==> config.mk <==
export PLATFORM = sky130hd
export DESIGN_NAME = uart_tx_arbiter
export DESIGN_NICKNAME = d
export VERILOG_FILES = /design/src/rtl/uart_tx_arbiter.sv
export SDC_FILE = /design/constraint.sdc
export NUM_CORES = 1
export LEC_CHECK = 0
export ABC_AREA = 1
export CAP_MARGIN = 5
export CORE_UTILIZATION = 45
export DETAILED_ROUTE_END_ITERATION = 16
export PLACE_DENSITY = 0.82
export SETUP_SLACK_MARGIN = 0.05
export SYNTH_ARGS = -nofsm -noshare
export SYNTH_HDL_FRONTEND = slang
export SYNTH_SLANG_ARGS = --single-unit
==> constraint.sdc <==
create_clock -name clk -period 4.1 [get_ports clk]
set_clock_uncertainty 0.1 [all_clocks]
set_input_delay 0.615 -clock clk [delete_from_list [all_inputs] [get_ports clk]]
set_output_delay 0.615 -clock clk [all_outputs]
set_load 0.005 [all_outputs]
==> src/rtl/uart_tx_arbiter.sv <==
// Round-robin arbiter sharing one UART transmitter among NREQ byte producers.
// Baud select and transmit enable are only sampled between frames.
module uart_tx_arbiter #(
    parameter int NREQ       = 4,
    parameter int WR_TIMEOUT = 16
) (
    input  logic                    clk,
    input  logic                    reset,
    input  logic                    tx_enable,
    input  logic [2:0]              baud_cfg,
    input  logic [NREQ-1:0]         req,
    input  logic [8*NREQ-1:0]       req_data,
    output logic [NREQ-1:0]         ack,
    output logic [7:0]              Tx_DATA,
    output logic                    Tx_WR,
    output logic                    Tx_EN,
    output logic [2:0]              baud_select,
    input  logic                    Tx_BUSY,
    output logic                    arb_busy,
    output logic [$clog2(NREQ)-1:0] last_grant,
    output logic                    timeout_err
);

    localparam int IW = $clog2(NREQ);
    localparam int CW = $clog2(WR_TIMEOUT + 1);

    localparam logic [1:0] IDLE      = 2'd0;
    localparam logic [1:0] ISSUE     = 2'd1;
    localparam logic [1:0] WAIT_BUSY = 2'd2;
    localparam logic [1:0] WAIT_DONE = 2'd3;

    logic [1:0]    state;
    logic [CW-1:0] wait_cnt;
    logic [IW-1:0] winner;
    logic          grant_ok;

    // Nearest pending requester after 'last'; scanning the offsets downward
    // lets the smallest offset overwrite, and offset NREQ re-grants 'last'.
    function automatic logic [IW-1:0] rr_pick(input logic [NREQ-1:0] r,
                                              input logic [IW-1:0]   last);
        logic [IW-1:0] pick;
        logic [IW-1:0] cand;
        pick = last;
        for (int k = NREQ; k >= 1; k--) begin
            cand = IW'((int'(last) + k) % NREQ);
            if (r[cand]) begin
                pick = cand;
            end
        end
        return pick;
    endfunction

    function automatic logic [NREQ-1:0] onehot(input logic [IW-1:0] idx);
        logic [NREQ-1:0] v;
        v      = '0;
        v[idx] = 1'b1;
        return v;
    endfunction

    always_comb begin
        winner   = rr_pick(req, last_grant);
        grant_ok = tx_enable && !Tx_BUSY && (|req);
    end

    always_ff @(posedge clk) begin
        if (!reset) begin
            state       <= IDLE;
            ack         <= '0;
            Tx_WR       <= 1'b0;
            Tx_DATA     <= '0;
            Tx_EN       <= 1'b0;
            baud_select <= 3'b000;
            arb_busy    <= 1'b0;
            last_grant  <= IW'(NREQ - 1);
            timeout_err <= 1'b0;
            wait_cnt    <= '0;
        end else begin
            ack   <= '0;
            Tx_WR <= 1'b0;
            case (state)
                IDLE: begin
                    baud_select <= baud_cfg;
                    Tx_EN       <= tx_enable;
                    if (grant_ok) begin
                        Tx_DATA    <= req_data[8*int'(winner) +: 8];
                        last_grant <= winner;
                        ack        <= onehot(winner);
                        state      <= ISSUE;
                        arb_busy   <= 1'b1;
                    end
                end
                ISSUE: begin
                    // Strobe lands one cycle after ack; the timeout window opens with it.
                    Tx_WR    <= 1'b1;
                    wait_cnt <= '0;
                    state    <= WAIT_BUSY;
                end
                WAIT_BUSY: begin
                    if (Tx_BUSY) begin
                        state <= WAIT_DONE;
                    end else if (wait_cnt == CW'(WR_TIMEOUT - 1)) begin
                        timeout_err <= 1'b1;
                        state       <= IDLE;
                        arb_busy    <= 1'b0;
                    end else begin
                        wait_cnt <= wait_cnt + 1'b1;
                    end
                end
                WAIT_DONE: begin
                    if (!Tx_BUSY) begin
                        state    <= IDLE;
                        arb_busy <= 1'b0;
                    end
                end
                default: begin
                    state    <= IDLE;
                    arb_busy <= 1'b0;
                end
            endcase
        end
    end

endmodule

==> out/qor.txt, run 1 <==
Status - finished clean
GRT Util Overall - 21.4%
Critical path type - input pin to flop
Worst-skew pair later-pin latency - 280 ps
Sw Ratio - 40.8%
TritonCTS buffer count - 3
Std cell rows - 21
Endpoint class of the critical path - flop
Crit-path cells - clkdlybuf4s50_1 > inv_1 > nand2_1 > nand3_1 > nand2_1 > inv_1 > nand2_1 > nand3_2 > nand2_4 > nor2_4 > nand2_1 > nand2_1 > nor2_1 > nor2_1
Initial Utilization - 48.2%
Die span in y - 62.7 um
Routed Antenna Nets - 0
Post-synthesis cell area - 1660 sq um
VDD IR max - 0.302 mV
Logic pwr share - 52.2%
Clock transition at the registers of the reported paths - 90 ps
Post-layout min period - 2300 ps
Vias per inst - 5.09
Measured slew at the worst slew-check pin - 689 ps
Initial antenna violation count - 0
Setup TNS Final - 0 ps
Final Hold Viols - 0
Mapped Cells - 244
Clock power share - 18.0%
Core Area - 3440 sq um
Req. time, crit path - 4180 ps
Max FO, Critical Path - 22
Hold Buf Count CTS - 0
Die extent in x - 62.7 um
YS warnings - 0
CTS sink count - 28
Postcts setup bufs - 0
Pwr per Cell Area - 519 nW/um^2
Number of diodes - 0
Synth cell types - 26
Setup-failing EPs final - 0
Drt pass-1 iters - 4
Psw - 496 uW
Filler Cells Inserted - 309
Layout area overhead - 41.3%
Number of global-route vias before repair - 1559
FF+latch area - 561 sq um
Family with the most delay on the worst path - simple AND/OR/NAND/NOR gates
Internal - 720 uW
Worst rel slew slack - 53.9%
Slew Viols, Final - 0
Seq pwr share - 29.8%
RSZ-0062 raised after global routing - no
Via count - 1762
CTS root buf - clkbuf_8
Arrival @ worst endpoint - 2380 ps
Avg Inst Size Synth - 6.79 sq um
Multi-input gate area - 920 sq um
Initial drt markers - 111
Depth of the CTS H-tree - 1
Grt ovf - 0
Ratio of cells with drive above 1 in the final layout - 7.00%
Max incr delay on CP - 490 ps
Overall Power - 1.22 mW
CTS tree - done
Max-cap violation count - 0
Largest net degree at the start of global routing - 23
Hold Crit Class - flop to flop
Wire length per cell - 11.8 um
Post-synthesis register bit count - 28
Hpwl dp - 2.96 mm
Full die area - 3930 sq um
Fmax - 434 MHz
Resize count post-CTS - 0
Pleak - 0.995 nW
Wire length of the first global-routing pass - 6.73 mm
Sequential area share after synthesis - 33.8%
CP max stage cell - clkdlybuf4s50_1
Syn nets - 293
Final GP Congestion - 0.793
Critical Path Start Type - input pin
Final nets - 350
Drt drc - 0
Routed wire length - 4.08 mm
Most frequent CP cell - nand2_1
Final period util - 56.1%
WP buf/inv - 3
CTS Buffer Depth - 2
I/O pin count - 64
Port Buffers - 63
power groups by stage:
stage	combinational, mW	clock, mW	sequential [mW]
floorplan	0.475	0	0.362
global placement	0.618	0	0.366
detailed placement	0.629	0	0.367
CTS	0.633	0.223	0.362
global route	0.707	0.236	0.369
finish	0.635	0.219	0.362
cell usage in the layout (no fill, tap or decap):
cell type	count
a31oi_1	1
nand3_1	30
o211a_1	1
o21ai_0	17
bufinv_16	1
o211ai_1	2
dfxtp_1	28
inv_6	1
nand3_2	1
clkdlybuf4s50_1	63
a211oi_1	1
buf_4	1
o22ai_1	1
ha_1	6
and3_1	1
nor2_4	1
nor2_1	32
nand4_1	15
inv_1	20
clkbuf_8	3
inv_2	3
a21oi_1	7
nand2_4	3
nor3_1	6
nand2_1	48
nand2_2	7
stage by stage:
stage                     worst slack, ps  hold WS [ps]  util [%]  area, sq um  instances
final                                1800           365      68.0         2340        346
after global routing                 1600           406      68.0         2340        346
after CTS                            1810           368      68.0         2340        346
after detailed placement             1520           354      66.0         2270        342
after global placement               1560           351      66.0         2270        342
after floorplan                      2310           346         -         1660        244
final timing paths:
kind              depth (start not counted)  slack [ps]                  startpoint                       to
setup / recovery                         14        1800                      req[3]  Tx_DATA[5]$_SDFFE_PN0P_
hold / removal                            2         360       arb_busy$_SDFFE_PN0P_    arb_busy$_SDFFE_PN0P_
setup reg to reg                         13        1940  last_grant[0]$_SDFFE_PN1P_  Tx_DATA[5]$_SDFFE_PN0P_
hold reg to reg                           2         360       arb_busy$_SDFFE_PN0P_    arb_busy$_SDFFE_PN0P_
worst register-to-register path, delay by kind of cell (launching register included):
kind / cells / cell delay [ps]
AND/OR/NAND/NOR: 12 / 1250
buffers and inverters: 1 / 100
flip-flops: 1 / 610
synthesized netlist by cell type (all sizes together):
| cell type | n | area share (%) |
|---|---|---|
| nand2 | 58 | 16 |
| a211oi | 1 | 0.45 |
| buf | 8 | 4.1 |
| o211ai | 2 | 0.91 |
| dfxtp | 28 | 34 |
| nor2 | 33 | 7.9 |
| nor3 | 6 | 1.8 |
| o21ai | 17 | 5.1 |
| a31oi | 1 | 0.38 |
| ha | 6 | 4.5 |
| o22ai | 1 | 0.38 |
| inv | 24 | 5.7 |
| and3 | 1 | 0.38 |
| clkbuf | 4 | 0.91 |
| nand3 | 31 | 9.7 |
| o211a | 1 | 0.60 |
| nand4 | 15 | 5.7 |
| a21oi | 7 | 2.1 |
final cells by class:
class	count	area share, %
Clock buffer	3	1.76
Clock inverter	1	1.28
Inverter	24	4.06
Multi-Input combinational cell	180	39.3
Sequential cell	28	23.9
Tap cell	46	2.46
Timing Repair Buffer	64	27.2
cell families (layout without fill, tap and decap cells):
logic type | after synthesis | count (layout) | synth area share (%)
buf+inv | 36 | 92 | 10.7
simple gates | 144 | 144 | 41.0
compound gates | 30 | 30 | 9.96
flops | 28 | 28 | 33.8
fa+ha+maj | 6 | 6 | 4.53
registers in the layout, summed over array words and instances, names as in the netlist:
signal / cells
baud_select: 3
timeout_err: 1
wait_cnt: 5
Tx_EN: 1
Tx_DATA: 8
ack: 4
last_grant: 2
arb_busy: 1
state: 2
Tx_WR: 1
layer usage:
layer | global-route usage [%] | part of all wire [%] | vias to the layer above
met2 | 36.0 | 46 | 61
met1 | 26.6 | 47 | 767
li1 | - | - | 925
met3 | 3.83 | 4.9 | 9
met5 | 0 | 0 | -
met4 | 9.01 | 2.1 | 0
Note: power is estimated with default switching activity, not from simulation.
==> inputs of run 2 (changes only) <==
Settings changed: CORE_UTILIZATION 45 to 44, PLACE_DENSITY 0.82 to 0.8.
Clock period 4.1 ns to 2.3 ns, I/O delays scaled along.
==> out/qor.txt, run 2 (synthesis gave the netlist of run 1 again) <==
CTS Buffer Depth - 2 (unchanged)
Grt ovf - 0 (unchanged)
Filler Cells Inserted - 310 (+0.32%)
Initial antenna violation count - 0 (unchanged)
Final nets - 354 (+1.1%)
Clock transition at the registers of the reported paths - 90 ps (about the same)
Final period util - 84.7%
Via count - 1762 (unchanged)
Fmax - 513 MHz
Largest net degree at the start of global routing - 23 (unchanged)
Drt pass-1 iters - 4 (unchanged)
Final core utilization - 68.4% (+0.35 points)
Slew Viols, Final - 0 (unchanged)
Ratio of cells with drive above 1 in the final layout - 8.22% (+1.2 points)
Die span in y - 63.4 um (+1.1%)
Crit-path cells - ha_1 > inv_1 > nor3_1 > ha_1 > nor3_1 > inv_1 > nand3_1 > o21ai_0 > o211a_1
Number of global-route vias before repair - 1478 (-5.2%)
Initial Utilization - 47.8% (-0.36 points)
Hpwl dp - 2.91 mm (-1.8%)
Wire length of the first global-routing pass - 6.32 mm (-6.1%)
Max FFs per register - 8 (unchanged)
Biggest register - Tx_DATA
Endpoint class of the critical path - flop
Critical path type - flop to flop
Die extent in x - 63.4 um (+1.1%)
Critical Path Start Type - flop
Worst-skew pair later-pin latency - 270 ps (about the same)
Fin cells - 350 (+1.2%)
Layout area overhead - 43.1%
I/O pin count - 64 (unchanged)
Routed Antenna Nets - 0 (unchanged)
Post-layout min period - 1950 ps
Area after DPL - 2300 sq um (+1.3%)
Max incr delay on CP - 360 ps (-130 ps)
Initial drt markers - 126 (+14%)
Status - finished clean
Most frequent cells in the layout - clkdlybuf4s50_1, nand2_1, nor2_1
Overall Power - 2.19 mW (+80%)
WHS - 364 ps (-0.443 ps)
Pre-CTS setup slack - 155 ps (-1360 ps)
Vias per inst - 5.03 (-1.1%)
Arrival @ worst endpoint - 2020 ps (-360 ps)
Depth of the CTS H-tree - 1 (unchanged)
Reg2reg start - wait_cnt[0]$_SDFFE_PN0P_
Std cell rows - 21 (unchanged)
RSZ-0062 raised after global routing - no
TritonCTS buffer count - 3 (unchanged)
Req. time, crit path - 2370 ps (-1810 ps)
Setup-failing EPs final - 0 (unchanged)
Number of diodes - 0 (unchanged)
Largest registers - Tx_DATA (8), wait_cnt (5), ack (4)
Routed wire length - 3.89 mm (-4.7%)
Setup ws final - 351 ps (-1450 ps)
Full die area - 4020 sq um (+2.2%)
Placed Cells - 346 (+1.2%)
CTS root buf - clkbuf_8
Max-cap violation count - 0 (unchanged)
Setup TNS Final - 0 ps (unchanged)
Final Cell Area - 2370 sq um (+1.3%)
Port Buffers - 63 (unchanged)
Resize count post-CTS - 0 (unchanged)
GRT Util Overall - 19.4% (-2.0 points)
Pleak - 1.01 nW (+1.9%)
Worst rel slew slack - 72.9% (+19 points)
Wire length per cell - 11.1 um (-5.8%)
Final GP Congestion - 0.830 (+4.6%)
Postcts setup bufs - 0 (unchanged)
Measured slew at the worst slew-check pin - 406 ps (-283 ps)
Hold Crit Class - flop to flop
CTS sink count - 28 (unchanged)
Critical Path Source - wait_cnt[0]$_SDFFE_PN0P_
Most common cell after layout, fill and taps aside - clkdlybuf4s50_1
Hold Buf Count CTS - 0 (unchanged)
Pwr per Cell Area - 922 nW/um^2 (+78%)
Final Hold Viols - 0 (unchanged)
VDD IR max - 0.629 mV (+110%)
CP max stage cell - nor3_1
Core Area - 3470 sq um (+0.76%)
Max FO, Critical Path - 4 (-82%)
CTS tree - done
Worst hold start - arb_busy$_SDFFE_PN0P_
Drt drc - 0 (unchanged)
[run 2: worst paths after layout]
path                           endpoint  slack, ps  depth (start not counted)
hold / removal    arb_busy$_SDFFE_PN0P_        360                          2
setup reg to reg  state[1]$_SDFFE_PN0P_        350                          9
setup / recovery  state[1]$_SDFFE_PN0P_        350                          9
hold reg to reg   arb_busy$_SDFFE_PN0P_        360                          2
[run 2: cell type report]
type                            instances  area (sq um)  area share (%)
Multi-Input combinational cell        180           920            38.8
Timing Repair Buffer                   68           668            28.2
Sequential cell                        28           561            23.6
Inverter                               24          95.1            4.01
Tap cell                               46          57.6            2.43
Clock buffer                            3          41.3            1.74
Clock inverter                          1          30.0            1.27
[run 2: worst max-delay path: cells and delay by family, from the launching register on]
family | cells | cell delay (ps)
buffers and inverters | 2 | 240
AO/OA/AOI/OAI | 2 | 220
adder cells (fa/ha/maj) | 2 | 410
AND/OR/NAND/NOR | 3 | 550
flip-flops | 1 | 340
[run 2: per-layer routing]
metal,vias to the layer above,GRT usage [%],wire [um]
li1,927,-,-
met1,773,24.7,1820
met2,58,33.2,1790
met3,4,4.35,230
met4,0,3.69,40
met5,-,0,0
[run 2: power breakdown]
part	internal (mW)	switching, mW	leakage (nW)
clock network	0.233	0.144	0.0357
registers	0.580	0.0628	0.229
logic	0.498	0.670	0.748
==> inputs of run 3 (changes only) <==
Clock period 2.3 ns to 1.9 ns, I/O delays scaled along.
==> out/qor.txt, run 3 (synthesis gave the netlist of run 1 again) <==
Drt drc - 0 (unchanged)
I/O pin count - 64 (unchanged)
Layout area overhead - 62.0%
Port Buffers - 63 (unchanged)
WHS - 346 ps (-17.8 ps)
CTS Buffer Depth - 2 (unchanged)
Wire length per cell - 13.1 um (+18%)
Most common cell after layout, fill and taps aside - clkdlybuf4s50_1
Final period util - 94.1% (+9.3 points)
Max FFs per register - 8 (unchanged)
Full die area - 4020 sq um (unchanged)
CTS root buf - clkbuf_8
Setup-failing EPs final - 0 (unchanged)
Hpwl dp - 3.12 mm (+7.2%)
Die span in y - 63.4 um (unchanged)
Slew Viols, Final - 0 (unchanged)
Req. time, crit path - 1970 ps (-400 ps)
Hold Buf Count CTS - 0 (unchanged)
Final GP Congestion - 0.795 (-4.2%)
Routed Antenna Nets - 0 (unchanged)
Std cell rows - 21 (unchanged)
Final nets - 371 (+4.8%)
Initial antenna violation count - 0 (unchanged)
Max-cap violation count - 0 (unchanged)
Pre-CTS setup slack - -144 ps (-299 ps)
Die extent in x - 63.4 um (unchanged)
Pwr per Cell Area - 1150 nW/um^2 (+25%)
FF+latch area - 564 sq um (+0.67%)
Met1 GRT Util - 27.4% (+2.7 points)
Number of global-route vias before repair - 1786 (+21%)
Routed wire length - 4.81 mm (+24%)
Hold path cells - 1 (-1)
Setup ws final - 112 ps (-239 ps)
Drt pass-1 iters - 5 (+1)
VDD IR max - 0.625 mV (-0.66%)
CTS tree - done
Filler Cells Inserted - 254 (-18%)
Final Hold Viols - 0 (unchanged)
RSZ-0062 raised after global routing - no
Number of diodes - 0 (unchanged)
Initial Utilization - 47.8% (unchanged)
TritonCTS buffer count - 3 (unchanged)
Most frequent cells in the layout - clkdlybuf4s50_1, nand2_1, nor2_1
Hold Crit Class - flop to flop
Clock transition at the registers of the reported paths - 90 ps (about the same)
Setup TNS Final - 0 ps (unchanged)
Via count - 1959 (+11%)
Ratio of cells with drive above 1 in the final layout - 19.3% (+11 points)
Biggest register - Tx_DATA
Depth of the CTS H-tree - 1 (unchanged)
Max FO, Critical Path - 9 (+5)
Arrival @ worst endpoint - 1860 ps (-160 ps)
Initial drt markers - 129 (+2.4%)
Grt ovf - 0 (unchanged)
Endpoint class of the critical path - flop
Largest net degree at the start of global routing - 20 (-13%)
Fmax - 559 MHz (+9.0%)
CTS sink count - 28 (unchanged)
GRT Util Overall - 22.7% (+3.3 points)
GR Util met3 - 4.89% (+0.54 points)
Largest registers - Tx_DATA (8), wait_cnt (5), ack (4)
Critical path type - flop to flop
Critical Path Start Type - flop
Post-layout min period - 1790 ps (-161 ps)
Vias per inst - 5.34 (+6.0%)
Wire length of the first global-routing pass - 7.40 mm (+17%)
Multi-input gate area - 1030 sq um (+12%)
Worst rel slew slack - 71.1% (-1.8 points)
Most used routing layer - met2
Status - finished clean
Measured slew at the worst slew-check pin - 432 ps (+26.8 ps)
Met2 Use GR - 40.7% (+7.4 points)
Core Area - 3470 sq um (unchanged)
Pleak - 1.18 nW (+17%)
Worst-skew pair later-pin latency - 270 ps (about the same)
Reg2Reg Depth - 14 (+5)
==> run 3: where the power goes <==
part | internal (mW) | total (mW) | switching, mW
registers | 0.705 | 0.773 | 0.0679
clock network | 0.282 | 0.461 | 0.179
logic | 0.852 | 1.87 | 1.01
total | 1.84 | 3.10 | 1.26
==> run 3: path summary, 6_finish.rpt <==
check / from / to / slack, ps
worst max-delay path: last_grant[0]$_SDFFE_PN1P_ / Tx_DATA[7]$_SDFFE_PN0P_ / 110
worst min-delay path: wait_cnt[0]$_SDFFE_PN0P_ / wait_cnt[0]$_SDFFE_PN0P_ / 350
worst max register to register: last_grant[0]$_SDFFE_PN1P_ / Tx_DATA[7]$_SDFFE_PN0P_ / 110
worst min register to register: wait_cnt[0]$_SDFFE_PN0P_ / wait_cnt[0]$_SDFFE_PN0P_ / 350
==> run 3: metrics by stage <==
stage          power (mW)  instances  instance area (sq um)  utilization [%]
2_1_floorplan        1.81        244                   1660                -
3_3_place_gp         2.28        357                   2380             68.7
3_5_place_dp         2.30        357                   2380             68.7
4_1_cts              2.77        361                   2460             70.9
5_1_grt              3.33        367                   2690             77.5
6_report             3.10        367                   2690             77.5
==> run 3: timing repair <==
action	CTS	global route
pin swaps	0	11
endpoints found under the setup margin	2	18
endpoints found under the hold margin	0	0
cloned	0	3
setup buffers	0	3
gates resized for setup	1	43
==> run 3: area by class of cell <==
| class | count | area share (%) |
|---|---|---|
| Multi-Input combinational cell | 181 | 38.5 |
| Inverter | 24 | 3.73 |
| Tap cell | 46 | 2.14 |
| Sequential cell | 28 | 21.0 |
| Clock inverter | 1 | 1.12 |
| Clock buffer | 3 | 1.54 |
| Timing Repair Buffer | 84 | 32.0 |
==> run 3: per-layer routing <==
layer	up-vias	wire length (um)	part of all wire (%)
li1	973	-	-
met1	910	2090	43
met2	66	2370	49
met3	10	245	5.1
met4	0	97	2.0
met5	-	0	0
==> run 3: worst max-delay path, stage by stage (launching register included) <==
cell	delay, ps
dfxtp_2	340
buf_6	120
inv_8	70
nand2_1	50
nand2_1	90
nand2_1	80
nand2_2	90
inv_2	60
nand3_4	150
buf_4	150
nand2_4	80
nand3_1	90
nand3_1	80
nor2_1	100
nor2_1	40
